--- config.mk ---
export PLATFORM = sky130hd
export DESIGN_NAME = carrier_generator
export DESIGN_NICKNAME = d
export VERILOG_FILES = /design/src/rtl/carrier_generator_pkg.sv /design/src/rtl/carrier_generator_recip_divider.sv /design/src/rtl/carrier_generator.sv
export SDC_FILE = /design/constraint.sdc
export NUM_CORES = 1
export LEC_CHECK = 0
export BUFFER_PORTS_ARGS = -buffer_cell sky130_fd_sc_hd__buf_2
export CAP_MARGIN = 5
export CORE_MARGIN = 5
export CORE_UTILIZATION = 60
export DETAILED_ROUTE_END_ITERATION = 7
export PLACE_DENSITY = 0.77
export SLEW_MARGIN = 40
export SYNTH_ARGS = -nofsm -noshare
export SYNTH_HDL_FRONTEND = slang
export SYNTH_SLANG_ARGS = --single-unit
--- constraint.sdc ---
create_clock -name clk -period 20.4 [get_ports clk]
set_clock_uncertainty 0.1 [all_clocks]
set_input_delay 2.04 -clock clk [delete_from_list [all_inputs] [get_ports clk]]
set_output_delay 2.04 -clock clk [all_outputs]
set_load 0.05 [all_outputs]
--- src/rtl/carrier_generator_pkg.sv ---
// Shared constants and types for the level-shifted triangle carrier generator.
package carrier_generator_pkg;

   localparam int CARR_MAX = 32767;
   localparam int K_SHIFT  = 16;
   localparam int MIN_DIV  = 2;

   // Reciprocal numerator: CARR_MAX << K_SHIFT
   localparam logic [31:0] K_NUM = 32'h7FFF_0000;

   typedef enum logic {
      DIR_UP   = 1'b0,
      DIR_DOWN = 1'b1
   } dir_e;

endpackage

--- src/rtl/carrier_generator_recip_divider.sv ---
// Sequential restoring divider, one quotient bit per cycle; done pulses with the result.
module recip_divider #(
   parameter int DIV_W = 16
) (
   input  logic             clk,
   input  logic             rst_n,
   input  logic             start_i,
   input  logic [31:0]      dividend_i,
   input  logic [DIV_W-1:0] divisor_i,
   output logic             busy_o,
   output logic             done_o,
   output logic [31:0]      quotient_o
);

   logic [DIV_W-1:0] rem_q, rem_d;
   logic [31:0]      quo_q, quo_d;
   logic [DIV_W-1:0] div_q, div_d;
   logic [5:0]       bit_q, bit_d;
   logic             busy_q, busy_d;
   logic             done_q, done_d;
   logic [DIV_W:0]   trial_s;
   logic [DIV_W:0]   diff_s;

   assign trial_s = {rem_q, quo_q[31]};
   assign diff_s  = trial_s - {1'b0, div_q};

   // Next-state logic: load operands on start, then shift/subtract for 32 cycles
   always_comb begin
      rem_d  = rem_q;
      quo_d  = quo_q;
      div_d  = div_q;
      bit_d  = bit_q;
      busy_d = busy_q;
      done_d = 1'b0;
      if (busy_q) begin
         if (trial_s >= {1'b0, div_q}) begin
            rem_d = DIV_W'(diff_s);
            quo_d = {quo_q[30:0], 1'b1};
         end else begin
            rem_d = DIV_W'(trial_s);
            quo_d = {quo_q[30:0], 1'b0};
         end
         bit_d = bit_q - 6'd1;
         if (bit_q == 6'd1) begin
            busy_d = 1'b0;
            done_d = 1'b1;
         end else begin
            busy_d = 1'b1;
         end
      end else if (start_i) begin
         rem_d  = {DIV_W{1'b0}};
         quo_d  = dividend_i;
         div_d  = divisor_i;
         bit_d  = 6'd32;
         busy_d = 1'b1;
      end else begin
         busy_d = 1'b0;
      end
   end

   // Divider state registers
   always_ff @(posedge clk or negedge rst_n) begin
      if (!rst_n) begin
         rem_q  <= {DIV_W{1'b0}};
         quo_q  <= 32'd0;
         div_q  <= {DIV_W{1'b0}};
         bit_q  <= 6'd0;
         busy_q <= 1'b0;
         done_q <= 1'b0;
      end else begin
         rem_q  <= rem_d;
         quo_q  <= quo_d;
         div_q  <= div_d;
         bit_q  <= bit_d;
         busy_q <= busy_d;
         done_q <= done_d;
      end
   end

   assign busy_o     = busy_q;
   assign done_o     = done_q;
   assign quotient_o = quo_q;

endmodule

--- src/rtl/carrier_generator.sv ---
// Two level-shifted triangle carriers with a trough sync strobe; divisor changes
// take effect only at a trough so a period never mixes divisors.
module carrier_generator
   import carrier_generator_pkg::*;
#(
   parameter int CARRIER_WIDTH = 16,
   parameter int COUNTER_WIDTH = 16
) (
   input  logic                            clk,
   input  logic                            rst_n,
   input  logic                            enable,
   input  logic [COUNTER_WIDTH-1:0]        freq_div,
   output logic signed [CARRIER_WIDTH-1:0] carrier1,
   output logic signed [CARRIER_WIDTH-1:0] carrier2,
   output logic                            sync_pulse
);

   localparam logic signed [CARRIER_WIDTH-1:0] CMAX_S = CARRIER_WIDTH'(CARR_MAX);
   localparam logic [COUNTER_WIDTH-1:0]        DMIN_S = COUNTER_WIDTH'(MIN_DIV);

   logic [COUNTER_WIDTH-1:0]        cnt_q, cnt_d;
   dir_e                            dir_q, dir_d;
   logic [COUNTER_WIDTH-1:0]        d_q, d_d;
   logic [31:0]                     k_q, k_d;
   logic [COUNTER_WIDTH-1:0]        tgt_q, tgt_d;
   logic [COUNTER_WIDTH-1:0]        pend_div_q, pend_div_d;
   logic [31:0]                     pend_k_q, pend_k_d;
   logic                            pend_q, pend_d;
   logic signed [CARRIER_WIDTH-1:0] c1_q, c1_d;
   logic signed [CARRIER_WIDTH-1:0] c2_q, c2_d;
   logic                            sync_q, sync_d;

   logic [COUNTER_WIDTH-1:0]        clamp_s;
   logic                            trough_s, sample_s, start_s;
   logic                            div_busy_s, div_done_s;
   logic [31:0]                     quo_s;
   logic [COUNTER_WIDTH+31:0]       prod_s;
   logic signed [CARRIER_WIDTH-1:0] t_s;

   assign clamp_s  = (freq_div < DMIN_S) ? DMIN_S : freq_div;
   assign trough_s = (cnt_q == {COUNTER_WIDTH{1'b0}});
   assign sample_s = trough_s || !enable;
   // tgt_q resets to 0 so the first sample after reset always launches a division
   assign start_s  = sample_s && !div_busy_s && (clamp_s != tgt_q);
   assign prod_s   = {{COUNTER_WIDTH{1'b0}}, k_q} * {32'd0, cnt_q};
   assign t_s      = $signed(CARRIER_WIDTH'(prod_s >> K_SHIFT));

   recip_divider #(.DIV_W(COUNTER_WIDTH)) u_recip (
      .clk        (clk),
      .rst_n      (rst_n),
      .start_i    (start_s),
      .dividend_i (K_NUM),
      .divisor_i  (clamp_s),
      .busy_o     (div_busy_s),
      .done_o     (div_done_s),
      .quotient_o (quo_s)
   );

   // Counter, divisor bookkeeping and output next-state
   always_comb begin
      cnt_d      = cnt_q;
      dir_d      = dir_q;
      d_d        = d_q;
      k_d        = k_q;
      tgt_d      = tgt_q;
      pend_div_d = pend_div_q;
      pend_k_d   = pend_k_q;
      pend_d     = pend_q;

      if (start_s) begin
         tgt_d = clamp_s;
      end else begin
         tgt_d = tgt_q;
      end

      if (pend_q && sample_s) begin
         d_d    = pend_div_q;
         k_d    = pend_k_q;
         pend_d = 1'b0;
      end else begin
         pend_d = pend_q;
      end

      if (div_done_s) begin
         pend_div_d = tgt_q;
         pend_k_d   = quo_s;
         pend_d     = 1'b1;
      end else begin
         pend_div_d = pend_div_q;
      end

      if (!enable) begin
         cnt_d = {COUNTER_WIDTH{1'b0}};
         dir_d = DIR_UP;
      end else if (dir_q == DIR_UP) begin
         cnt_d = cnt_q + {{(COUNTER_WIDTH-1){1'b0}}, 1'b1};
         dir_d = (cnt_d == d_q) ? DIR_DOWN : DIR_UP;
      end else begin
         cnt_d = cnt_q - {{(COUNTER_WIDTH-1){1'b0}}, 1'b1};
         dir_d = (cnt_d == {COUNTER_WIDTH{1'b0}}) ? DIR_UP : DIR_DOWN;
      end

      if (!enable) begin
         c2_d   = {CARRIER_WIDTH{1'b0}};
         c1_d   = -CMAX_S;
         sync_d = 1'b0;
      end else begin
         c2_d   = t_s;
         c1_d   = t_s - CMAX_S;
         sync_d = trough_s;
      end
   end

   // State and registered outputs
   always_ff @(posedge clk or negedge rst_n) begin
      if (!rst_n) begin
         cnt_q      <= {COUNTER_WIDTH{1'b0}};
         dir_q      <= DIR_UP;
         d_q        <= DMIN_S;
         k_q        <= 32'd0;
         tgt_q      <= {COUNTER_WIDTH{1'b0}};
         pend_div_q <= DMIN_S;
         pend_k_q   <= 32'd0;
         pend_q     <= 1'b0;
         c1_q       <= -CMAX_S;
         c2_q       <= {CARRIER_WIDTH{1'b0}};
         sync_q     <= 1'b0;
      end else begin
         cnt_q      <= cnt_d;
         dir_q      <= dir_d;
         d_q        <= d_d;
         k_q        <= k_d;
         tgt_q      <= tgt_d;
         pend_div_q <= pend_div_d;
         pend_k_q   <= pend_k_d;
         pend_q     <= pend_d;
         c1_q       <= c1_d;
         c2_q       <= c2_d;
         sync_q     <= sync_d;
      end
   end

   assign carrier1   = c1_q;
   assign carrier2   = c2_q;
   assign sync_pulse = sync_q;

endmodule

==> run_summary.xml <==
<?xml version="1.0" encoding="UTF-8"?>
<metrics>
  <group name="drt">
    <metric name="detail_route.wirelength" unit="um">50100</metric>
    <metric name="wirelength_met1" unit="um">20100</metric>
    <metric name="met3WireLength" unit="um">3670</metric>
    <metric name="met2WireLength" unit="um">24400</metric>
    <metric name="dr.first_iter.drc_count" unit="">936</metric>
    <metric name="post_route_drc" unit="">0</metric>
    <metric name="topRoutingLayerUsed" unit="">met4</metric>
    <metric name="detail-route-antenna-nets" unit="">0</metric>
    <metric name="via_per_inst" unit="">5.69</metric>
    <metric name="wire_per_inst" unit="um">18.0</metric>
    <metric name="dr_total_vias" unit="">15811</metric>
    <metric name="firstDrtPassIters" unit="">7</metric>
  </group>
  <group name="yosys">
    <metric name="yosys.area.top_type_share" unit="%">27.1</metric>
    <metric name="synth.yosys.warnings" unit="">0</metric>
    <metric name="synth_nets" unit="">2719</metric>
    <metric name="synth_area_leader_cell" unit="">sky130_fd_sc_hd__fa_1</metric>
    <metric name="netlist_top_cells_area" unit="">sky130_fd_sc_hd__fa_1, sky130_fd_sc_hd__dfrtp_1, sky130_fd_sc_hd__inv_1, sky130_fd_sc_hd__mux2_2, sky130_fd_sc_hd__nand2_1</metric>
    <metric name="mappedNetlistArea" unit="um2">22400</metric>
    <metric name="yosysSeqAreaShare" unit="%">26.2</metric>
    <metric name="post_synth_num_cell_types" unit="">81</metric>
    <metric name="avgSynthCellArea" unit="um2">9.70</metric>
    <metric name="synth_edf_count" unit="">0</metric>
    <metric name="postSynthCellCount" unit="">2311</metric>
    <metric name="dominantRegCellSynth" unit="">sky130_fd_sc_hd__dfrtp_1</metric>
    <metric name="synthArstFlopShare" unit="%">100</metric>
    <metric name="postSynthRegisterBits" unit="">235</metric>
  </group>
  <group name="place">
    <metric name="portBuffers" unit="">51</metric>
    <metric name="post-dp-hpwl" unit="um">36200</metric>
    <metric name="worst_case_setup_slack_after_placement" unit="ns">13.09</metric>
    <metric name="gpl.final_weighted_congestion" unit="">0.937</metric>
    <metric name="dpl-instance-area" unit="um2">23000</metric>
    <metric name="numPlacedInstances" unit="">2729</metric>
  </group>
  <group name="power">
    <metric name="power.share.switching" unit="%">35.4</metric>
    <metric name="power.internal" unit="uW">995</metric>
    <metric name="vdd_drop_max" unit="V">0.0000857</metric>
    <metric name="power.clock.fraction" unit="%">32.6</metric>
    <metric name="comb_power_share" unit="%">28.0</metric>
    <metric name="power.leakage" unit="uW">0.0116</metric>
    <metric name="power.share.sequential" unit="%">39.4</metric>
    <metric name="power.density_cell_area" unit="nW/um2">64.3</metric>
    <metric name="p_sw" unit="uW">545</metric>
  </group>
  <group name="timing">
    <metric name="period_minus_slack" unit="ns">7.40</metric>
    <metric name="holdWs" unit="ns">0.368</metric>
    <metric name="fin_crit_sh" unit="%">36.3</metric>
    <metric name="setup_viol" unit="">0</metric>
    <metric name="drv_slew" unit="">0</metric>
    <metric name="tightest_slew" unit="ns">0.873</metric>
    <metric name="worst_slew_margin" unit="%">41.8</metric>
    <metric name="grt_setup_unrepaired" unit="">no</metric>
    <metric name="maxClockFrequency" unit="MHz">135</metric>
    <metric name="postLayoutSetupSlackWorst" unit="ns">13.00</metric>
    <metric name="total_negative_slack_for_setup_checks" unit="ns">0</metric>
    <metric name="hold_viol_final" unit="">0</metric>
  </group>
  <group name="floorplanning">
    <metric name="placementRows" unit="">70</metric>
    <metric name="start_util" unit="%">61.0</metric>
    <metric name="core_area" unit="um2">36800</metric>
    <metric name="floorplan.io_pins" unit="">52</metric>
    <metric name="fp.dieH" unit="um">203</metric>
    <metric name="die_x" unit="um">203</metric>
    <metric name="floorplan.die_area" unit="um2">41300</metric>
  </group>
  <group name="clocking">
    <metric name="post_cts_hold_buffer_count" unit="">0</metric>
    <metric name="tritoncts" unit="">built</metric>
    <metric name="cts.clk_slew.worst_paths" unit="ns">0.06</metric>
    <metric name="cts-buffers-inserted" unit="">27</metric>
    <metric name="clock-root-buffer" unit="">sky130_fd_sc_hd__clkbuf_16</metric>
    <metric name="cts_num_sinks" unit="">235</metric>
    <metric name="cts-htree-levels" unit="">1</metric>
    <metric name="clk_latency" unit="ns">0.58</metric>
    <metric name="postCtsSetupBuffers" unit="">0</metric>
    <metric name="clock_tree_buffer_depth" unit="">3</metric>
    <metric name="ctsResizeCount" unit="">0</metric>
  </group>
  <group name="final_layout">
    <metric name="final_net_count" unit="">2698</metric>
    <metric name="fillCellCount" unit="">2860</metric>
    <metric name="final_layout_size_suffix_gt1_share" unit="%">12.4</metric>
    <metric name="ff_latch_area" unit="um2">5890</metric>
    <metric name="final-instance-count-excl-fill" unit="">2779</metric>
    <metric name="final_cell_area" unit="um2">23900</metric>
    <metric name="antenna_diode_instance_count" unit="">0</metric>
    <metric name="area.growth.synth_to_final" unit="%">6.75</metric>
    <metric name="multi_input_comb_area" unit="um2">14600</metric>
  </group>
  <group name="critical_path">
    <metric name="cp.required" unit="ns">20.79</metric>
    <metric name="worstRegToRegCells" unit="">24</metric>
    <metric name="cp_data_arrival_time" unit="ns">7.79</metric>
    <metric name="crit-reg2reg-launch" unit="">cnt_q[1]</metric>
    <metric name="path_max_fanout" unit="">20</metric>
    <metric name="critPathKind" unit="">reg -&gt; reg</metric>
    <metric name="critical_path.startpoint_type" unit="">flop</metric>
    <metric name="worst-r2r-setup-slack" unit="ns">13.00</metric>
    <metric name="endpoint_kind" unit="">flop</metric>
    <metric name="timing.rr.end" unit="">carrier1[15]</metric>
  </group>
  <group name="global_route">
    <metric name="grt_max_degree" unit="">82</metric>
    <metric name="grt_usage" unit="%">25.3</metric>
    <metric name="grt_remaining_overflow" unit="">0</metric>
    <metric name="antenna_violations_before_repair" unit="">0</metric>
    <metric name="wire_length_of_the_first_global_routing_pass" unit="um">85500</metric>
    <metric name="via_count_of_the_first_global_routing_pass" unit="">17116</metric>
  </group>
  <group name="worst_hold_path">
    <metric name="timing.hold.worst_endpoint" unit="">cnt_q[0]</metric>
    <metric name="hold_path_depth" unit="">1</metric>
    <metric name="path_class_of_the_lowest_slack_min_delay_path" unit="">reg -&gt; reg</metric>
    <metric name="hold_path_startpoint" unit="">cnt_q[0]</metric>
  </group>
  <group name="outcome">
    <metric name="status" unit="">complete, no violations</metric>
  </group>
  <group name="flow_run">
    <metric name="cap_violations" unit="">0</metric>
  </group>
</metrics>
-- registers in the layout, summed over array words and instances (netlist names) --
signal,cells
carrier1,16
carrier2,16
cnt_q,16
d_q,16
dir_q,1
k_q,32
pend_div_q,16
pend_k_q,32
pend_q,1
sync_pulse,1
tgt_q,16
u_recip.bit_q,6
u_recip.busy_o,1
u_recip.div_q,16
u_recip.done_o,1
u_recip.quotient_o,32
u_recip.rem_q,16
-- critical path, cell delays in order (launching register included) --
cell and delay [ns]:
sky130_fd_sc_hd__dfrtp_1 0.83, sky130_fd_sc_hd__buf_4 0.39, sky130_fd_sc_hd__nand2_1 0.12, sky130_fd_sc_hd__fa_1 0.55, sky130_fd_sc_hd__inv_1 0.05, sky130_fd_sc_hd__fa_1 0.53
sky130_fd_sc_hd__inv_1 0.05, sky130_fd_sc_hd__fa_1 0.53, sky130_fd_sc_hd__inv_1 0.07, sky130_fd_sc_hd__fa_1 0.49, sky130_fd_sc_hd__fa_1 0.49, sky130_fd_sc_hd__inv_1 0.05
sky130_fd_sc_hd__fa_1 0.47, sky130_fd_sc_hd__inv_1 0.04, sky130_fd_sc_hd__ha_1 0.36, sky130_fd_sc_hd__and4_1 0.24, sky130_fd_sc_hd__and2_4 0.17, sky130_fd_sc_hd__nand2_1 0.08
sky130_fd_sc_hd__a21o_1 0.19, sky130_fd_sc_hd__a311oi_1 0.51, sky130_fd_sc_hd__o31ai_1 0.24, sky130_fd_sc_hd__a21oi_1 0.34, sky130_fd_sc_hd__nand4_1 0.15, sky130_fd_sc_hd__xnor2_1 0.17
sky130_fd_sc_hd__nand2_1 0.07
-- synthesized netlist by cell type (all sizes together) (46+ instances only) --
cell type,n
inv,389
nand2,325
fa,304
dfrtp,231
and2,170
mux2,128
clkbuf,99
nor2,87
ha,85
xnor2,73
o21ai,59
xor2,46
-- routing by layer --
metal | vias to the layer above | global-route usage (%)
li1 | 7116 | -
met4 | 0 | 8.02
met5 | - | 0
met2 | 621 | 43.5
met1 | 7930 | 33.3
met3 | 144 | 3.98
-- cells in the final DEF (no fill, tap or decap), types with 5 or more instances in the layout --
cell type                     n
sky130_fd_sc_hd__inv_1      389
sky130_fd_sc_hd__nand2_1    325
sky130_fd_sc_hd__fa_1       304
sky130_fd_sc_hd__dfrtp_1    226
sky130_fd_sc_hd__and2_1     168
sky130_fd_sc_hd__mux2_2     128
sky130_fd_sc_hd__nor2_1      86
sky130_fd_sc_hd__ha_1        85
sky130_fd_sc_hd__xnor2_1     73
sky130_fd_sc_hd__buf_2       50
sky130_fd_sc_hd__xor2_1      45
sky130_fd_sc_hd__o21ai_0     45
sky130_fd_sc_hd__nand3_1     37
sky130_fd_sc_hd__a21oi_1     33
sky130_fd_sc_hd__clkbuf_16   27
sky130_fd_sc_hd__nor3_1      22
sky130_fd_sc_hd__buf_4       20
sky130_fd_sc_hd__nand4_1     15
sky130_fd_sc_hd__a2bb2oi_1   15
sky130_fd_sc_hd__nor2b_1     14
sky130_fd_sc_hd__and3_1      12
sky130_fd_sc_hd__nor4_1      10
sky130_fd_sc_hd__o21ai_1     10
sky130_fd_sc_hd__mux2i_1      9
sky130_fd_sc_hd__a21o_1       8
sky130_fd_sc_hd__o21a_1       8
sky130_fd_sc_hd__a31oi_1      7
sky130_fd_sc_hd__a211oi_1     7
sky130_fd_sc_hd__nand3b_1     6
sky130_fd_sc_hd__nor3b_1      6
sky130_fd_sc_hd__o211ai_1     6
sky130_fd_sc_hd__o311ai_0     6
sky130_fd_sc_hd__clkbuf_1     6
sky130_fd_sc_hd__or3_1        5
sky130_fd_sc_hd__clkbuf_8     5
sky130_fd_sc_hd__dfrtp_2      5
-- kinds of logic (layout without fill, tap and decap cells) --
kind of cell    after synthesis  count (layout)  synth area share [%]
simple gates                734             734                  16.0
buf+inv                     512             512                  8.66
fa+ha+maj                   389             389                  31.9
flops                       235             235                  26.2
compound gates              185             185                  5.66
mux                         137             137                  6.83
xor+xnor                    119             119                  4.68
-- metrics by stage --
| step | util [%] | total power, uW |
|---|---|---|
| 2_1_floorplan | - | 907 |
| 3_3_place_gp | 62.5 | 1020 |
| 3_5_place_dp | 62.5 | 1040 |
| 4_1_cts | 65.1 | 1550 |
| 5_1_grt | 65.1 | 1630 |
| 6_report | 65.1 | 1540 |
-- area by class of cell --
class / count / area share, %
Timing Repair Buffer: 73 / 1.83
Multi-Input combinational cell: 1564 / 61.1
Tap cell: 468 / 2.45
Inverter: 389 / 6.10
Clock buffer: 38 / 3.20
Sequential cell: 235 / 24.6
Clock inverter: 12 / 0.690
-- power groups by stage --
stage               sequential (uW)  clock (uW)  combinational [uW]
floorplan                       560           0                 347
global placement                607           0                 409
detailed placement              611           0                 426
CTS                             603         514                 428
global route                    615         536                 478
finish                          606         502                 432
-- how the worst max path moves through the flow --
stage	start	end	cells past startpoint
3_3_place_gp	cnt_q[1]	carrier1[4]	23
6_report	cnt_q[1]	carrier1[15]	24
5_1_grt	cnt_q[1]	carrier1[4]	23
3_5_place_dp	cnt_q[1]	carrier1[15]	24
4_1_cts	cnt_q[1]	carrier1[15]	24
2_1_floorplan	cnt_q[3]	carrier1[4]	25
No activity file was read; power rests on OpenSTA's default activity.
